[src/rtl/logic_blocks_pkg.sv]
// Shared definitions for the logic-block checkers: FSM encoding, size limits
// and a vector-count helper.
package logic_blocks_pkg;

  localparam int unsigned MAX_INPUTS = 4;
  localparam int unsigned SETTLE_W   = 4;

  typedef logic [1:0] state_t;

  localparam state_t ST_IDLE  = 2'd0;
  localparam state_t ST_APPLY = 2'd1;
  localparam state_t ST_DONE  = 2'd2;

  // Number of exhaustive input vectors for an n-input gate, capped at MAX_INPUTS.
  function automatic int unsigned num_vectors(input int unsigned n);
    int unsigned w;
    w = (n > MAX_INPUTS) ? MAX_INPUTS : n;
    return 32'd1 << w;
  endfunction

endpackage

[src/rtl/settle_timer.sv]
// Per-vector hold counter: reloads on i_load, counts down while enabled and
// pulses o_expire on the last cycle of each hold window.
module settle_timer
  import logic_blocks_pkg::*;
#(
  parameter int unsigned SETTLE_CYCLES = 1
) (
  input  logic clk,
  input  logic rst_n,
  input  logic i_load,
  input  logic i_en,
  output logic o_expire
);

  localparam logic [SETTLE_W-1:0] RELOAD = SETTLE_W'(SETTLE_CYCLES);

  logic [SETTLE_W-1:0] r_count;
  logic                w_zero;

  assign w_zero   = (r_count == '0);
  assign o_expire = i_en && w_zero;

  always_ff @(posedge clk or negedge rst_n) begin
    if (!rst_n) begin
      r_count <= '0;
    end else if (i_load) begin
      r_count <= RELOAD;
    end else if (i_en) begin
      r_count <= w_zero ? RELOAD : (r_count - SETTLE_W'(1));
    end
  end

endmodule

[config.mk]
export PLATFORM = sky130hd
export DESIGN_NAME = settle_timer
export DESIGN_NICKNAME = d
export VERILOG_FILES = /design/src/rtl/logic_blocks_pkg.sv /design/src/rtl/settle_timer.sv
export SDC_FILE = /design/constraint.sdc
export NUM_CORES = 1
export LEC_CHECK = 0
export BUFFER_PORTS_ARGS = -buffer_cell sky130_fd_sc_hd__buf_2
export CAP_MARGIN = 0
export CORE_AREA = 2 2 39 41
export DETAILED_ROUTE_END_ITERATION = 7
export DIE_AREA = 0 0 41 43
export PLACE_DENSITY = 0.41
export SETUP_SLACK_MARGIN = 0.15
export SLEW_MARGIN = 40
export SYNTH_ARGS = -nofsm -noshare
export SYNTH_HDL_FRONTEND = slang
export SYNTH_SLANG_ARGS = --single-unit
[constraint.sdc]
create_clock -name clk -period 1.38 [get_ports clk]
set_input_delay 0.138 -clock clk [delete_from_list [all_inputs] [get_ports clk]]
set_output_delay 0.138 -clock clk [all_outputs]
set_load 0.02 [all_outputs]
==> results_dict.tcl <==
set metrics [dict create \
    worst_pin_slew_ps 233 \
    cts.sinks 4 \
    first_iter_violations 1 \
    core_sq_um 1380 \
    synth_fp_nets 22 \
    drtPass1Iterations 2 \
    h-tree-depth 1 \
    cp-start-kind "register" \
    crit_slowest_cell "dfrtp_1" \
    critical_path.max_fanout 4 \
    power.leakage_nw 0.156 \
    hold_viol 0 \
    setup_viol 0 \
    synth.area.top_cells "dfrtp_1, nand2b_1, o2bb2ai_2" \
    crit_family "flip-flops" \
    synth.ff_latch_count 4 \
    avgSynthCellArea_sq_um 11.5 \
    place_congestion 0.663 \
    postSynthCellCount 18 \
    top_regs "r_count (4)" \
    fill_cells 148 \
    grt_start_max_net_pins 6 \
    grt_setup_unrepaired "true" \
    cts_buffers 3 \
    outcome "finished clean" \
    total_power_mw 0.305 \
    cts-root-buf "clkbuf_4" \
    period_share_pct 88.6 \
    slew_headroom_pct 84.5 \
    clk_pin_slew_ps 40 \
    yosysTopAreaCell "dfrtp_1" \
    ant_nets 0 \
    pin_count 5 \
    diodes 0 \
    multi_input_area_sq_um 125 \
    hold_path.class "in2reg" \
    fmax_mhz 818 \
    max_flop_register "r_count" \
    critPathMaxStageDelay_ps 420 \
    largest_reg_flops 4 \
    crit_chain "nor4_4 -> buf_4" \
    period_needed_ps 1220 \
    stdcell_area_sq_um 334 \
    setup_slack_ps 158 \
    report.final.slew_viol_count 0 \
    portBuffers 4 \
    grtUsageTotal_pct 6.86 \
    insertion_delay_ps 240 \
    cts_buffer_depth 2 \
    core.rowCount 14 \
    end_kind "output pin" \
    yosysWarnings 0 \
    maxCapViolations 0 \
    pwr_density_cell_nw_per_um2 913 \
    die_w_microns 41 \
    seq_area_frac_synth_pct 48.5 \
    via_per_inst 3.83 \
    ys_types 13 \
    cts_tree "done" \
    drc 0 \
    start_util_pct 14.9 \
    grt_pass1_wl_microns 710 \
    wl_per_cell_microns 10.0 \
    vias 176 \
    drive_gt1_share_pct 50.0 \
    overflow 0 \
    die_area_sq_um 1760 \
    cp_num_buf_inv 1 \
    yosysTopAreaCellShare_pct 48.5 \
    crit_type "reg2out" \
    die_h_microns 43 \
    fin_nets 36 \
    dp_slack_ps 252 \
    cp.required_ps 1240 \
    antenna_found_initial 0 \
    routed_wl_microns 461 \
    clock_skew_ps 10.4 \
    regArea_sq_um 100 \
    layout_commonest_cell "buf_4" \
    place_area_sq_um 253 \
    final_cell_mix "buf_4, dfrtp_1, clkbuf_4, buf_2, nand2b_1" \
    setup_tns_ps 0 \
    max-vdd-ir-drop_uv 457 \
    syn_area_sq_um 206 \
    grt_pass1_vias 167 \
    critPathArrivalTime_ps 1080 \
    area_delta_synth_final_pct 61.8 \
]
final timing paths:
path	start	to	slack (ps)	cells past startpoint
worst max-delay path	r_count[1]$_DFFE_PN0P_	o_expire	160	2
worst min-delay path	i_load	r_count[0]$_DFFE_PN0P_	180	3
worst max register to register	r_count[2]$_DFFE_PN0P_	r_count[2]$_DFFE_PN0P_	190	3
worst min register to register	r_count[3]$_DFFE_PN0P_	r_count[3]$_DFFE_PN0P_	610	1
max in group asynchronous	rst_n	r_count[2]$_DFFE_PN0P_	1020	2
min in group asynchronous	rst_n	r_count[0]$_DFFE_PN0P_	230	2
synth_stat cells:
cell,count
and2b_1,1
dfrtp_1,4
inv_1,1
mux2i_1,1
nand2b_1,3
nand3_1,1
nor2_1,1
nor3b_1,1
nor4_1,1
o2bb2ai_2,1
o311a_1,1
or3b_2,1
or4b_1,1
logic make-up (layout without fill, tap and decap cells):
group | count (synthesis) | in the layout | synth area share, %
DFF | 4 | 4 | 48.5
muxes | 1 | 1 | 4.85
AOI/OAI and AO/OA | 2 | 2 | 12.1
and+or+nand+nor | 10 | 10 | 32.7
buffers and inverters | 1 | 13 | 1.82
final cells by class:
type	count	share of cell area (%)
inverters	1	1.12
flip-flops and latches	4	30.0
clock buffers	3	6.74
repair buffers	9	18.7
well taps	16	5.99
multi-input cells	13	37.5
report_power, final:
| group | switching [mW] | internal [mW] |
|---|---|---|
| logic | 0.0171 | 0.0185 |
| registers | 0.00107 | 0.120 |
| clock network | 0.0509 | 0.0975 |
| total | 0.0690 | 0.236 |
stage by stage:
| step | instances | util [%] | hold WS, ps |
|---|---|---|---|
| floorplan | 18 | - | -158 |
| global placement | 38 | 18.3 | -46.6 |
| detailed placement | 38 | 18.3 | -51.6 |
| CTS | 46 | 23.5 | 164 |
| global route | 46 | 24.1 | 177 |
| finish | 46 | 24.1 | 177 |
worst register-to-register path: stages, from the launching register on:
cell and delay, ps:
dfrtp_1 400, buf_4 160, or3b_2 430, mux2i_1 140
repair_timing:
item	CTS	global route
hold buffers	1	0
resized for setup	3	1
endpoints found under the hold margin	4	0
endpoints found under the setup margin	1	1
setup buffers	4	0
per-layer routing:
layer  vias up  global-route usage (%)  part of all wire (%)
met2         8                    6.56                    33
met3         2                    9.42                    15
met1        75                    8.50                    50
met4         0                    2.00                   1.3
li1         91                       -                     -
met5         -                       0                     0
No activity file was read; power rests on OpenSTA's default activity.
